$ cat src/rtl/fetch_decode.sv
// rtl/fetch_decode.sv - instruction fetch with one-entry prefetch buffer and IR field decode
module fetch_decode #(
    parameter logic [31:0] RESET_PC = 32'h0000_0000,
    parameter logic [31:0] PC_STEP  = 32'd4
) (
    input  logic        clk,
    input  logic        rst,
    input  logic        load_ir,
    input  logic        load_pc,
    input  logic        clear_pc,
    input  logic [31:0] branch_target,
    output logic        imem_req,
    output logic [31:0] imem_addr,
    input  logic        imem_valid,
    input  logic [31:0] imem_rdata,
    output logic        fetch_stall,
    output logic        ir_valid,
    output logic [31:0] pc_ir,
    output logic [3:0]  cond,
    output logic [6:0]  opcode,
    output logic [3:0]  rn,
    output logic [3:0]  rd,
    output logic [3:0]  rs,
    output logic [3:0]  rm,
    output logic [1:0]  shift_op,
    output logic [31:0] shift_imme,
    output logic [31:0] imme_data
);

    typedef enum logic [1:0] {IDLE, FETCH, FULL, DROP} state_t;

    state_t      state;
    logic [31:0] fetch_pc;
    logic [31:0] buf_data;
    logic [31:0] buf_pc;
    logic [31:0] ir;
    logic        pending_load;
    logic        redirect;
    logic [31:0] redirect_pc;

    assign redirect    = (clear_pc | load_pc) && (state != IDLE);
    assign redirect_pc = clear_pc ? RESET_PC : branch_target;

    assign imem_req    = (state == FETCH);
    assign imem_addr   = fetch_pc;
    assign fetch_stall = pending_load | (load_ir && (state != FULL) && !redirect);

    always_ff @(posedge clk) begin
        if (rst) begin
            state        <= IDLE;
            fetch_pc     <= RESET_PC;
            buf_data     <= 32'h0;
            buf_pc       <= 32'h0;
            ir           <= 32'h0;
            pc_ir        <= 32'h0;
            ir_valid     <= 1'b0;
            pending_load <= 1'b0;
        end else if (state == IDLE) begin
            state <= FETCH;
        end else if (redirect) begin
            // A request still awaiting its response must have that response swallowed in DROP.
            fetch_pc     <= redirect_pc;
            pending_load <= 1'b0;
            state        <= ((state == FETCH || state == DROP) && !imem_valid) ? DROP : FETCH;
        end else begin
            case (state)
                FETCH: begin
                    if (imem_valid) begin
                        fetch_pc <= fetch_pc + PC_STEP;
                        if (pending_load || load_ir) begin
                            ir           <= imem_rdata;
                            pc_ir        <= fetch_pc;
                            ir_valid     <= 1'b1;
                            pending_load <= 1'b0;
                        end else begin
                            buf_data <= imem_rdata;
                            buf_pc   <= fetch_pc;
                            state    <= FULL;
                        end
                    end else if (load_ir) begin
                        pending_load <= 1'b1;
                    end
                end
                FULL: begin
                    if (load_ir) begin
                        ir       <= buf_data;
                        pc_ir    <= buf_pc;
                        ir_valid <= 1'b1;
                        state    <= FETCH;
                    end
                end
                DROP: begin
                    if (imem_valid) begin
                        state <= FETCH;
                    end
                end
                default: state <= FETCH;
            endcase
        end
    end

    // Bits 20 and 4 carry no meaning for the controller.
    logic unused_ir_bits;
    assign unused_ir_bits = ir[20] ^ ir[4];

    assign cond       = ir[31:28];
    assign opcode     = ir[27:21];
    assign rn         = ir[19:16];
    assign rd         = ir[15:12];
    assign rs         = ir[11:8];
    assign rm         = ir[3:0];
    assign shift_op   = ir[6:5];
    assign shift_imme = {27'h0, ir[11:7]};
    assign imme_data  = {20'h0, ir[11:0]};

endmodule
$ cat config.mk
export PLATFORM = sky130hd
export DESIGN_NAME = fetch_decode
export DESIGN_NICKNAME = d
export VERILOG_FILES = /design/src/rtl/fetch_decode.sv
export SDC_FILE = /design/constraint.sdc
export NUM_CORES = 1
export LEC_CHECK = 0
export ABC_AREA = 1
export BUFFER_PORTS_ARGS = -buffer_cell sky130_fd_sc_hd__clkbuf_2
export CORE_MARGIN = 2
export CORE_UTILIZATION = 40
export CTS_CLUSTER_SIZE = 8
export DETAILED_ROUTE_END_ITERATION = 6
export PLACE_DENSITY = 0.71
export SLEW_MARGIN = 20
export SYNTH_ARGS = -nofsm -noshare
export SYNTH_HDL_FRONTEND = slang
export SYNTH_SLANG_ARGS = --single-unit
$ cat constraint.sdc
create_clock -name clk -period 1.8 [get_ports clk]
set_input_delay 0.27 -clock clk [delete_from_list [all_inputs] [get_ports clk]]
set_output_delay 0.27 -clock clk [all_outputs]
set_load 0.005 [all_outputs]
### After elaboration in Yosys (flattened, before gate mapping)

Cells that the tools add are included.

* multiplexer cells: 28
* equal/unequal tests: 16
* add/sub/neg operators: 1
* reduce and logical (&&, ||, !) cells: 21
* bitwise operators: 5

Operators by type and width (number)
* two-way mux 32 bit: 10
* case mux 32 bit (2 select lines): 2
* adder 32 x 3 -> 32 bit, second input constant: 1
* two-way mux 2 bit: 6
* inequality test 4 bit, second input constant: 3
* AND reduction 4 bit: 3
* inequality test 3 bit, second input constant: 3
* two-way mux 1 bit: 8
* nonzero test 2 bit: 4
* inequality test 3 x 1 -> 1 bit, second input constant: 2
* case mux 2 bit (3 select lines): 1
* AND reduction 6 bit: 1
* AND reduction 5 bit: 1
* equality test 2 bit, second input constant: 2
* logical AND 1 bit: 4
* inequality test 2 x 1 -> 1 bit, second input constant: 2
* inequality test 2 bit, second input constant: 2
* inequality test 4 x 1 -> 1 bit, second input constant: 1
* inverter 1 bit: 3
* AND reduction 3 bit: 1
* nonzero test 3 bit: 1
* equality test 2 x 1 -> 1 bit, second input constant: 1
* zero test 1 bit: 2
* zero test 2 bit: 1
* other kinds (4): 6

* word-level logic and storage cells: 80
* register bits: 164
* input bits: 70
* output and inout port bits: 160

### Depth between registers and ports, before layout

Gate-level depths: netlist (run 1).

* word-level depth: 6
* mapped depth: 11
* gate-level depth less buffers: 9

### Least setup slack after synthesis (run 1)

Ideal clock, no wire load.

* path kind: register -> register
* from: reg fetch_pc[3], in the netlist imem_addr[3]
* to: reg fetch_pc[28], in the netlist imem_addr[28]
* period minus slack after synthesis: 1.504 ns
* buffers on the path: 0
* arrival time: 1.435 ns
* required time: 1.730 ns
* stages on the path, launching flop included: 10
* setup slack: 0.296 ns
* cell sequence: dfxtp_1 > ha_1 > nand2_1 > nor2_2 > nand2_1 > nor2_1 > nand2_1 > nand2_1 > nand3_1 > a21oi_1

* word-level cells in the longest chain between the ends: 4

Ends and longest elaborated chain
* start, declared: RTL line 33 `logic [31:0] fetch_pc;`
* start signal, assigned: RTL line 62 `fetch_pc <= redirect_pc;`
* start signal, assigned: RTL line 69 `fetch_pc <= fetch_pc + PC_STEP;`
* adder 32 x 3 -> 32 bit: RTL line 69
* two-way mux 32 bit: RTL line 68 `if (imem_valid) begin`
* two-way mux 32 bit: RTL line 66 `case (state)`
* two-way mux 32 bit: RTL line 60 `end else if (redirect) begin`

Every way passes these cells. The select of a mux whose other input is x is not followed.
A chain may end at the register's enable or synchronous reset.

### Final worst setup path (run 1)

* from: reg state[0]
* to: out fetch_stall

* word-level cells in the longest chain between the ends: 5
* elaborated cells on any way between the ends: 7

Ends and longest elaborated chain
* start, declared: RTL line 32 `state_t state;`
* start signal, assigned: RTL line 64 `state <= ((state == FETCH || state == DROP) && !imem_valid) ? DROP : FETCH;`
* nonzero test 2 bit: RTL line 41 `assign redirect = (clear_pc | load_pc) && (state != IDLE);`
* logical AND 1 bit: RTL line 41
* zero test 1 bit: RTL line 46 `assign fetch_stall = pending_load | (load_ir && (state != FULL) && !redirect);`
* logical AND 1 bit (*): RTL line 46
* OR 1 bit (*): RTL line 46
* end, declared: RTL line 16 `output logic fetch_stall,`

Mark *: on every way between the ends. The rest lies on a longest branch, timed or not.

==> results of run 1 <==
-- worst reg2reg max path, stage by stage, from the launching register on --
cell and delay [ps]:
dfxtp_4 400, nor2_4 40, inv_2 80, nand2_4 60, buf_4 160, nand3_2 110, buf_4 420, o21ai_0 190
a21oi_1 130
-- layer usage --
layer	vias up	global-route usage, %	wire (um)
met4	0	5.19	284
met5	-	0	0
met1	3584	27.3	10600
met3	26	3.44	1250
met2	245	30.8	9650
li1	4335	-	-
-- layout by cell type (no fill, tap or decap), types with 5 or more instances in the layout --
cell / netlist / final
nand2_1: 393 / 393
nor2_1: 230 / 227
clkbuf_2: 0 / 181
dfxtp_1: 162 / 159
inv_1: 144 / 140
o21ai_0: 129 / 129
a21oi_1: 60 / 60
conb_1: 1 / 47
nand3_1: 42 / 42
buf_4: 67 / 39
clkbuf_16: 0 / 17
a31oi_1: 11 / 11
buf_12: 0 / 10
inv_6: 0 / 8
inv_2: 3 / 5
nor2_2: 4 / 5
o21bai_1: 5 / 5
-- state kept, by name, summed over array words and instances (netlist names) --
name	count
buf_pc	32
imem_addr	32
pc_ir	32
buf_data	31
ir	31
state	2
ir_valid	1
pending_load	1
-- layout make-up --
| cell class | instances | share of cell area, % |
|---|---|---|
| clock buffers | 17 | 4.21 |
| clock inverters | 15 | 1.43 |
| inverters | 147 | 5.50 |
| multi-input cells | 942 | 39.5 |
| flip-flops and latches | 162 | 32.1 |
| well taps | 270 | 3.34 |
| repair buffers | 230 | 13.8 |
-- timing repair --
item | 4_1_cts | 5_1_grt
setup endpoints to repair | 1 | 30
gates resized for setup | 5 | 12
pin swaps | 1 | 1
setup buffers | 1 | 3
-- final timing paths --
check                           slack (ps)        startpoint      endpoint  depth (start not counted)
worst max register to register         130          state[1]    buf_pc[18]                          8
worst min-delay path                    70  branch_target[8]  imem_addr[8]                          3
worst max-delay path                    40          state[0]   fetch_stall                          6
worst min register to register         440        buf_pc[12]    buf_pc[12]                          2
-- where the power goes --
| group | internal [mW] | switching (mW) | total, mW |
|---|---|---|---|
| clock | 1.94 | 1.62 | 3.56 |
| sequential | 3.78 | 0.180 | 3.96 |
| combinational | 0.544 | 0.791 | 1.34 |
| total | 6.27 | 2.59 | 8.86 |
-- cell usage after synthesis, types with 2 or more instances --
| library cell | instances |
|---|---|
| buf_6 | 4 |
| nand2_2 | 2 |
| dfxtp_1 | 162 |
| clkbuf_1 | 39 |
| nand2_1 | 393 |
| inv_1 | 144 |
| nor2_1 | 230 |
| and2_1 | 2 |
| nand4_1 | 3 |
| or2_2 | 3 |
| a21oi_1 | 60 |
| o21bai_1 | 5 |
| a31oi_1 | 11 |
| inv_2 | 3 |
| nand3_1 | 42 |
| o21ai_0 | 129 |
| buf_2 | 21 |
| nor2_2 | 4 |
| buf_4 | 67 |
-- cells by family (layout without fill, tap and decap cells) --
group / after synthesis / in the layout / synth area share, %
compound gates: 211 / 211 / 13.1
fa+ha+maj: 1 / 1 / 0.149
buf+inv: 278 / 409 / 16.1
flops: 162 / 162 / 38.7
other cells: 1 / 47 / 0.0448
simple gates: 683 / 683 / 31.9
==> summary.md, run 1 <==
| Metric | Value |
|---|---|
| Final weighted congestion of routability-driven global placement | `0.881` |
| Number of nets at the end of the flow | `1571` |
| Total chip power | `8.86 mW` |
| Pre-antenna DRT Iters | `5` |
| Antenna-violating nets left | `0` |
| Total wire length after detailed routing | `21800 um` |
| Largest cells by area after synthesis | `dfxtp_1, nand2_1, nor2_1, o21ai_0, inv_1` |
| Worst-case vdd ir drop | `0.000532 V` |
| Number of fill cells in the layout | `2107` |
| Warnings, synthesis | `0` |
| Routed len/inst | `12.2 um` |
| Placement Setup Slack | `114 ps` |
| Cell area after synthesis | `0.00838 mm2` |
| Share of synthesized flip-flops with an asynchronous set or reset | `0%` |
| Die extent in x | `149 um` |
| Number of buffers and inverters on the critical path | `3` |
| Number of synthesized register bits | `162` |
| Level count of the clock H-tree | `4` |
| Pwr/cell area | `876 mW/mm2` |
| Share of final-layout standard cells stronger than drive strength 1 | `19.0%` |
| Area share of the largest cell type after synthesis | `38.7%` |
| Sinks on the clock net | `162` |
| Bufs on Longest Clock Path | `2` |
| Kind of critical path | `flip-flop to output port` |
| Register Area | `0.00325 mm2` |
| Required time of the worst setup path | `1530 ps` |
| Leading register cell type out of synthesis | `dfxtp_1` |
| Via count of the first global-routing pass | `7039` |
| Placed instance area | `0.00947 mm2` |
| Remaining global-route overflow | `0` |
| CORE AREA | `0.0204 mm2` |
| Number of inserted diodes | `0` |
| TritonCTS clock tree | `done` |
| Chip height | `149 um` |
| CTS clock-pin slew for the worst setup and hold paths | `80 ps` |
| Hold Crit Class | `input pin to flip-flop` |
| Layout Cells excl Fill | `1783` |
| Category of cells accounting for the largest share of critical-path delay | `flip-flops` |
| Initial antenna violation count | `0` |
| Static leakage | `5.11 nW` |
| Maximum clock frequency | `0.567 GHz` |
| Row count | `52` |
| Number of CTS-inserted buffers | `17` |
| Clock latency on the worst-skew pair | `430 ps` |
| Cell type of the slowest stage on the worst timing path | `dfxtp_4` |
| Finished layout cell area | `0.0101 mm2` |
| Cell count after placement | `1747` |
| Via total after detailed routing | `8190` |
| Input/output buffers | `181` |
| DR vias/cell | `4.59` |
| Worst-case hold slack | `74.0 ps` |
| Dpl hpwl | `15400 um` |
| Final worst clock skew | `14.8 ps` |
| CP Capture Type | `output port` |
| Total negative slack for setup checks | `0 ps` |
| Library cell used as clock root buffer | `clkbuf_16` |
| Post-cts hold buffer count | `0` |
| Max Transition Viols Final | `0` |
| DRC violations left | `0` |
| GRT Resource Usage Total | `19.4%` |
| Total of endpoints with negative setup slack in the final report | `0` |
| Leading area contributor after synthesis | `dfxtp_1` |
| Worst path cell trace | `nor2_4 > inv_2 > nand2_4 > inv_4 > o31ai_4 > clkbuf_2` |
| Final min period | `1760 ps` |
| Global-route wire length before repair | `34700 um` |
| Worst setup slack after layout | `36.9 ps` |
| Arrival time of data at the critical path endpoint | `1490 ps` |
| Max-cap viol count | `0` |
| Synthesized area per cell | `6.27 um2` |
| Syn-to-layout area delta | `20.7%` |
| Maximum number of pins on one net before global-route repair | `53` |
| Final Hold Violating Endpoints | `0` |
| Result of the run | `finished clean` |
| Final Cycle Share | `97.9%` |
| Sequential area share after synthesis | `38.7%` |
| Top-level I/O count | `230` |
| Die area | `0.0221 mm2` |
| Largest stage delay on the critical path | `360 ps` |
| Area of combinational cells with multiple inputs | `0.00400 mm2` |
| Iter 0 DRT Violations | `499` |
| Unrepaired setup endpoints after global routing | `true` |
| Worst Path Max Fanout | `3` |
| Share of the core filled with cells in the final layout | `49.7%` |
| Starting Density | `41.1%` |
| Number of distinct library cells after synthesis | `31` |
| Launching element type of the critical path | `flip-flop` |
| Instance count of the mapped netlist | `1336` |
| Number of enable-type register cells in the synthesized netlist | `0` |
Note: power is estimated with default switching activity, not from simulation.
==> inputs of run 2 (changes only) <==
--- a/config.mk
+++ b/config.mk
@@ -5,13 +5,13 @@
 export SDC_FILE = /design/constraint.sdc
 export NUM_CORES = 1
 export LEC_CHECK = 0
-export ABC_AREA = 1
+export ABC_AREA = 0
 export BUFFER_PORTS_ARGS = -buffer_cell sky130_fd_sc_hd__clkbuf_2
 export CORE_MARGIN = 2
 export CORE_UTILIZATION = 40
 export CTS_CLUSTER_SIZE = 8
 export DETAILED_ROUTE_END_ITERATION = 6
-export PLACE_DENSITY = 0.71
+export PLACE_DENSITY = 0.72
 export SLEW_MARGIN = 20
 export SYNTH_ARGS = -nofsm -noshare
 export SYNTH_HDL_FRONTEND = slang
==> run 2 against run 1 <==
Power down 6.1%. Clock skew down 4.4 ps. Final area down 4.1%. Non-clock buffer count up 40. Sequential share of layout area up 1.4 points. First-iteration DRC count down 3.0%. Sequential power down 5.1%. Global-route usage up 1.4 points. Synthesized cell count down 27%. Maximum frequency up 0.48%. Register-to-register slack worse by 70 ps. Clock-buffer cell count up 4. Critical path type unchanged. Largest cell class unchanged. Largest power group unchanged.
==> summary.md, run 2 <==
| Metric | Value |
|---|---|
| Critical Path Source | `state[0]` |
| Share of power burned in combinational logic | `10.9% (-4.2 points)` |
| GRT Resource Usage Total | `20.8% (+1.4 points)` |
| Instance count of the mapped netlist | `970 (-27%)` |
| Final weighted congestion of routability-driven global placement | `0.861 (-2.3%)` |
| Most repeated cell in the gate-level netlist after synthesis | `nand2_1` |
| Launching element type of the critical path | `flip-flop` |
| Via count of the first global-routing pass | `6620 (-6.0%)` |
| Final Hold Violating Endpoints | `0 (unchanged)` |
| Hold Crit Class | `input pin to flip-flop` |
| Launch point of the worst hold path | `branch_target[18]` |
| Leading register cell type out of synthesis | `dfxtp_1` |
| Initial antenna violation count | `0 (unchanged)` |
| Cell types with the highest counts after synthesis | `nand2_1, dfxtp_1, nor2_1` |
| TritonCTS clock tree | `done` |
| Total wire length after detailed routing | `22400 um (+3.1%)` |
| Final worst clock skew | `10.5 ps (-4.37 ps)` |
| Starting Density | `40.4% (-0.70 points)` |
| Most frequent cells in the layout | `nand2_1, clkbuf_2, dfxtp_1` |
| Remaining global-route overflow | `0 (unchanged)` |
| Largest cells by area after synthesis | `dfxtp_1, nand2_1, a311oi_1, buf_4, a21oi_1` |
| Sequential area share after synthesis | `43.2% (+4.5 points)` |
| DR vias/cell | `5.24 (+14%)` |
| R2R cell count | `9 (+1)` |
| Global-route wire length before repair | `33200 um (-4.3%)` |
| CORE AREA | `0.0186 mm2 (-8.8%)` |
| Bufs on Longest Clock Path | `2 (unchanged)` |
| Iter 0 DRT Violations | `484 (-3.0%)` |
| Layout Cells excl Fill | `1415 (-21%)` |
| Worst Path Max Fanout | `5 (+2)` |
| Total of endpoints with negative setup slack in the final report | `0 (unchanged)` |
| Hold depth | `3 (unchanged)` |
| Row count | `50 (-3.8%)` |
| Worst slew slack as a fraction of its limit | `65.5%` |
| Most common cell after layout, fill and taps aside | `nand2_1` |
| Worst-case hold slack | `73.0 ps (-1.01 ps)` |
| Final min period | `1750 ps (-8.47 ps)` |
| Register Area | `0.00325 mm2 (unchanged)` |
| Synthesized area per cell | `7.74 um2 (+24%)` |
| Reg2reg start | `state[0]` |
| Input/output buffers | `181 (unchanged)` |
| Chip height | `141 um (-5.2%)` |
| Post-cts hold buffer count | `0 (unchanged)` |
| Pre-antenna DRT Iters | `5 (unchanged)` |
| Cell count after placement | `1369 (-22%)` |
| Syn-to-layout area delta | `29.1%` |
| Share of final-layout standard cells stronger than drive strength 1 | `27.9% (+8.9 points)` |
| Die extent in x | `141 um (-5.2%)` |
| Number of CTS-inserted buffers | `17 (unchanged)` |
| Static leakage | `3.88 nW (-24%)` |
| Sequential Power Share | `45.2% (+0.4 points)` |
| Library cell used as clock root buffer | `clkbuf_16` |
| Number of distinct library cells after synthesis | `61 (+97%)` |
| CP Capture Type | `output port` |
| Max-cap viol count | `0 (unchanged)` |
| Pwr/cell area | `858 mW/mm2 (-2.0%)` |
| Sw Share | `24.6% (-4.6 points)` |
| Die area | `0.0199 mm2 (-10%)` |
| Number of enable-type register cells in the synthesized netlist | `0 (unchanged)` |
| Power spent charging and discharging nets | `2.04 mW (-21%)` |
| Kind of critical path | `flip-flop to output port` |
| Number of fill cells in the layout | `1762 (-16%)` |
| Final Cycle Share | `97.5% (-0.47 points)` |
| Maximum clock frequency | `0.570 GHz (+0.48%)` |
| Relative contribution of the clock network to total power | `44.0% (+3.8 points)` |
| Internal power of the cells | `6.27 mW (about the same)` |
| Top-level I/O count | `230 (unchanged)` |
| Worst-case vdd ir drop | `0.000629 V (+18%)` |
| DRC violations left | `0 (unchanged)` |
| Leading area contributor after synthesis | `dfxtp_1` |
| Maximum number of pins on one net before global-route repair | `99 (+87%)` |
| Sinks on the clock net | `162 (unchanged)` |
| Dpl hpwl | `14600 um (-5.3%)` |
| Number of synthesized register bits | `162 (unchanged)` |
| Routed len/inst | `15.9 um (+30%)` |
| Area of combinational cells with multiple inputs | `0.00370 mm2 (-7.4%)` |
| Required time of the worst setup path | `1530 ps (about the same)` |
| CTS clock-pin slew for the worst setup and hold paths | `60 ps (-20 ps)` |
| Result of the run | `finished clean` |
| Measured slew at the worst slew-check pin | `517 ps` |
| Number of nets at the end of the flow | `1240 (-21%)` |
| Number of inserted diodes | `0 (unchanged)` |
| Cell area after synthesis | `0.00751 mm2 (-10%)` |
| Area share of the largest cell type after synthesis | `43.2% (+4.5 points)` |
| Level count of the clock H-tree | `4 (unchanged)` |
| Clock latency on the worst-skew pair | `430 ps (about the same)` |
| Share of synthesized flip-flops with an asynchronous set or reset | `0% (unchanged)` |
| Via total after detailed routing | `7421 (-9.4%)` |
| Arrival time of data at the critical path endpoint | `1480 ps (about the same)` |
| Max Transition Viols Final | `0 (unchanged)` |
| Warnings, synthesis | `0 (unchanged)` |
| Antenna-violating nets left | `0 (unchanged)` |
## run 2: changes by cell type after synthesis, moves of 8 or more
cell,change
nor2_1,-141
inv_1,-139
o21ai_0,-118
nand2_1,-113
a311oi_1,+64
a21oi_1,+23
nand3_1,-23
buf_2,+16
a22oi_1,+10
nor3_1,+10
a31oi_1,-8
## run 2: area by class of cell
class,instances,share of cell area [%]
Clock buffer,21,4.65
Clock inverter,10,1.39
Inverter,5,0.194
Multi-Input combinational cell,713,38.2
Sequential cell,162,33.5
Tap cell,234,3.02
Timing Repair Buffer,270,19.0
## run 2: final timing paths
check / end / slack, ps
worst max-delay path: fetch_stall / 50
worst min-delay path: imem_addr[18] / 70
worst max register to register: buf_data[21] / 60
worst min register to register: buf_pc[24] / 450
## run 2: cell families (layout without fill, tap and decap cells)
kind of cell / count (synthesis) / after routing / share of synthesized area (%)
buffers and inverters: 141 / 306 / 10.8
multiplexers: 3 / 3 / 0.400
AO/OA/AOI/OAI: 210 / 210 / 19.4
adder cells (fa/ha/maj): 1 / 1 / 0.167
XOR/XNOR: 3 / 3 / 0.350
other: 1 / 47 / 0.0499
AND/OR/NAND/NOR: 449 / 449 / 25.7
flip-flops: 162 / 162 / 43.2
## run 2: worst max-delay path, cell delays in order, from the launching register on
cell     delay [ps]
dfxtp_4         360
buf_6           130
o22ai_4         200
buf_12          130
a31o_2          130
buf_2           110
## run 2: power by group through the flow
| stage | registers [mW] | clock network, mW | logic (mW) |
|---|---|---|---|
| after CTS | 3.76 | 3.72 | 0.859 |
| after floorplan | 3.84 | 0 | 0.492 |
| final | 3.76 | 3.66 | 0.904 |
| after detailed placement | 3.84 | 0 | 0.842 |
| after global placement | 3.83 | 0 | 0.830 |
| after global routing | 3.77 | 3.86 | 0.990 |
## run 2: stage by stage
| step | power, mW | area [um2] | setup WS, ps | TNS, ps | util [%] |
|---|---|---|---|---|---|
| final | 8.32 | 9700 | 45.4 | 0 | 52.2 |
| after global routing | 8.61 | 9700 | -23.2 | -160 | 52.2 |
| after global placement | 4.66 | 8830 | 91.3 | 0 | 47.5 |
| after floorplan | 4.34 | 7680 | 12.9 | 0 | - |
| after detailed placement | 4.68 | 8830 | 30.0 | 0 | 47.5 |
| after CTS | 8.34 | 9470 | 6.48 | 0 | 50.9 |
## run 2: timing repair
action	in CTS	in global routing
buffers inserted	5	6
cloned	0	4
pin swaps	1	5
setup endpoints to repair	1	69
gates resized for setup	5	20
## run 2: per-layer routing
metal / wire length [um] / GRT usage [%] / share of wire, %
met2: 10800 / 33.7 / 48
met1: 9820 / 27.1 / 44
met4: 431 / 8.11 / 1.9
met5: 0 / 0 / 0
met3: 1340 / 4.55 / 6.0
==> inputs of run 3 (changes only) <==
--- a/config.mk
+++ b/config.mk
@@ -11,6 +11,7 @@
 export CORE_UTILIZATION = 40
 export CTS_CLUSTER_SIZE = 8
 export DETAILED_ROUTE_END_ITERATION = 6
+export MAX_ROUTING_LAYER = met4
 export PLACE_DENSITY = 0.72
 export SLEW_MARGIN = 20
 export SYNTH_ARGS = -nofsm -noshare
==> run 3 against run 2 <==
Hold slack hardly changed. Core utilization is the same. Clock-buffer cell count is the same. Register-to-register slack barely moved. Critical path type unchanged.
==> summary.md, run 3 (same netlist as run 2, synthesis figures left out) <==
| Metric | Value |
|---|---|
| Static leakage | `3.88 nW (unchanged)` |
| Sinks on the clock net | `162 (unchanged)` |
| TritonCTS clock tree | `done` |
| Top-level I/O count | `230 (unchanged)` |
| Final min period | `1750 ps (-1.55 ps)` |
| Worst Path Max Fanout | `5 (unchanged)` |
| Syn-to-layout area delta | `29.1% (unchanged)` |
| Via total after detailed routing | `7447 (+0.35%)` |
| Area of combinational cells with multiple inputs | `0.00370 mm2 (unchanged)` |
| Number of CTS-inserted buffers | `17 (unchanged)` |
| Final worst clock skew | `15.8 ps (+5.32 ps)` |
| Hold Crit Class | `input pin to flip-flop` |
| Dpl hpwl | `14600 um (unchanged)` |
| Worst slew slack as a fraction of its limit | `65.3% (-0.19 points)` |
| Critical Path Source | `state[0]` |
| Maximum number of pins on one net before global-route repair | `99 (unchanged)` |
| Library cell used as clock root buffer | `clkbuf_16` |
| Worst setup slack after layout | `46.9 ps (+1.55 ps)` |
| Total chip power | `8.30 mW (-0.23%)` |
| Worst-case hold slack | `73.4 ps (+0.457 ps)` |
| Total of endpoints with negative setup slack in the final report | `0 (unchanged)` |
| Level count of the clock H-tree | `4 (unchanged)` |
| Input/output buffers | `181 (unchanged)` |
| Die extent in x | `141 um (unchanged)` |
| Category of cells accounting for the largest share of critical-path delay | `buffers and inverters` |
| Power spent charging and discharging nets | `2.02 mW (-0.94%)` |
| CTS clock-pin slew for the worst setup and hold paths | `60 ps (about the same)` |
| GRT Resource Usage Total | `21.4% (+0.63 points)` |
| Number of nets at the end of the flow | `1240 (unchanged)` |
| Cell type of the slowest stage on the worst timing path | `dfxtp_4` |
| DRC violations left | `0 (unchanged)` |
| Sw Share | `24.4% (-0.17 points)` |
| Finished layout cell area | `0.00970 mm2 (unchanged)` |
| Sequential Power Share | `45.3% (about the same)` |
| Iter 0 DRT Violations | `507 (+4.8%)` |
| Number of buffers and inverters on the critical path | `3 (unchanged)` |
| Worst path cell trace | `buf_6 > o22ai_4 > buf_12 > a31o_2 > buf_2` |
| Placed instance area | `0.00883 mm2 (unchanged)` |
| Total wire length after detailed routing | `22400 um (about the same)` |
| Most common cell after layout, fill and taps aside | `nand2_1` |
| CP Capture Type | `output port` |
| Number of fill cells in the layout | `1762 (unchanged)` |
| Global-route wire length before repair | `33300 um (about the same)` |
| Measured slew at the worst slew-check pin | `520 ps (+2.92 ps)` |
| Final weighted congestion of routability-driven global placement | `0.875 (+1.6%)` |
| Via count of the first global-routing pass | `6625 (+0.076%)` |
| Pre-antenna DRT Iters | `5 (unchanged)` |
| Result of the run | `finished clean` |
| Cell count after placement | `1369 (unchanged)` |
| Clock latency on the worst-skew pair | `430 ps (about the same)` |
| Required time of the worst setup path | `1530 ps (about the same)` |
| Launch point of the worst hold path | `branch_target[15]` |
| Register Area | `0.00325 mm2 (unchanged)` |
| Initial antenna violation count | `0 (unchanged)` |
| Launching element type of the critical path | `flip-flop` |
| Relative contribution of the clock network to total power | `43.8% (-0.2 points)` |
| Reg2reg start | `state[0]` |
| Final Cycle Share | `97.4% (about the same)` |
| Maximum clock frequency | `0.570 GHz (about the same)` |
| Internal power of the cells | `6.27 mW (about the same)` |
| Placement Setup Slack | `30.0 ps (unchanged)` |
| Share of the core filled with cells in the final layout | `52.2% (unchanged)` |
| Bufs on Longest Clock Path | `2 (unchanged)` |
| Arrival time of data at the critical path endpoint | `1480 ps (about the same)` |
| Final Hold Violating Endpoints | `0 (unchanged)` |
| Layout Cells excl Fill | `1415 (unchanged)` |
| Max-cap viol count | `0 (unchanged)` |
| Number of inserted diodes | `0 (unchanged)` |
| Share of power burned in combinational logic | `10.9% (about the same)` |
| CORE AREA | `0.0186 mm2 (unchanged)` |
| Kind of critical path | `flip-flop to output port` |
| Total negative slack for setup checks | `0 ps (unchanged)` |
| Antenna-violating nets left | `0 (unchanged)` |
| Chip height | `141 um (unchanged)` |
| Routed len/inst | `15.9 um (about the same)` |
| DR vias/cell | `5.26 (+0.35%)` |
| Starting Density | `40.4% (unchanged)` |
| Worst-case vdd ir drop | `0.000621 V (-1.2%)` |
| Row count | `50 (unchanged)` |
| Die area | `0.0199 mm2 (unchanged)` |
| Share of final-layout standard cells stronger than drive strength 1 | `27.9% (unchanged)` |
| Largest stage delay on the critical path | `360 ps (about the same)` |
| Pwr/cell area | `856 mW/mm2 (-0.23%)` |
| Max Transition Viols Final | `0 (unchanged)` |
| Most frequent cells in the layout | `nand2_1, clkbuf_2, dfxtp_1` |
| Remaining global-route overflow | `0 (unchanged)` |
run 3: cell counts in the layout (fill, tap and decap cells not counted):
Identical to the previous run, type by type.
run 3: tightest hold or removal path, stage by stage:
cell,delay (ps)
clkbuf_2,90
nand2_1,40
o21ai_0,60
run 3: area by class of cell:
class                      count  share of cell area [%]
sequential                   162                    33.5
clock inverter                10                    1.39
tap                          234                    3.02
inverter                       5                   0.194
timing repair buffer         270                    19.0
multi-input combinational    713                    38.2
clock buffer                  21                    4.65
run 3: power by group through the flow:
stage                     clock [mW]  sequential [mW]  combinational [mW]
after global placement             0             3.83               0.830
after global routing            3.86             3.77               0.990
after floorplan                    0             3.84               0.492
after CTS                       3.72             3.76               0.859
final                           3.64             3.76               0.905
after detailed placement           0             3.84               0.842
run 3: what timing repair did:
item,CTS,global route
cloned,0,4
setup buffers,5,6
gates resized for setup,5,20
endpoints found under the setup margin,1,68
hold endpoints to repair,0,0
hold buffers,0,0
pin swaps,1,5
run 3: final timing paths:
path / cells after the start / to / slack (ps)
worst max register to register: 9 / buf_data[21] / 60
worst min-delay path: 3 / imem_addr[15] / 70
worst min register to register: 2 / buf_pc[24] / 450
worst max-delay path: 5 / fetch_stall / 50
run 3: metal layers:
layer	wire (um)	global-route usage, %
met1	9880	27.3
met2	10800	33.7
met3	1320	4.14
met4	453	8.11
met5	0	-
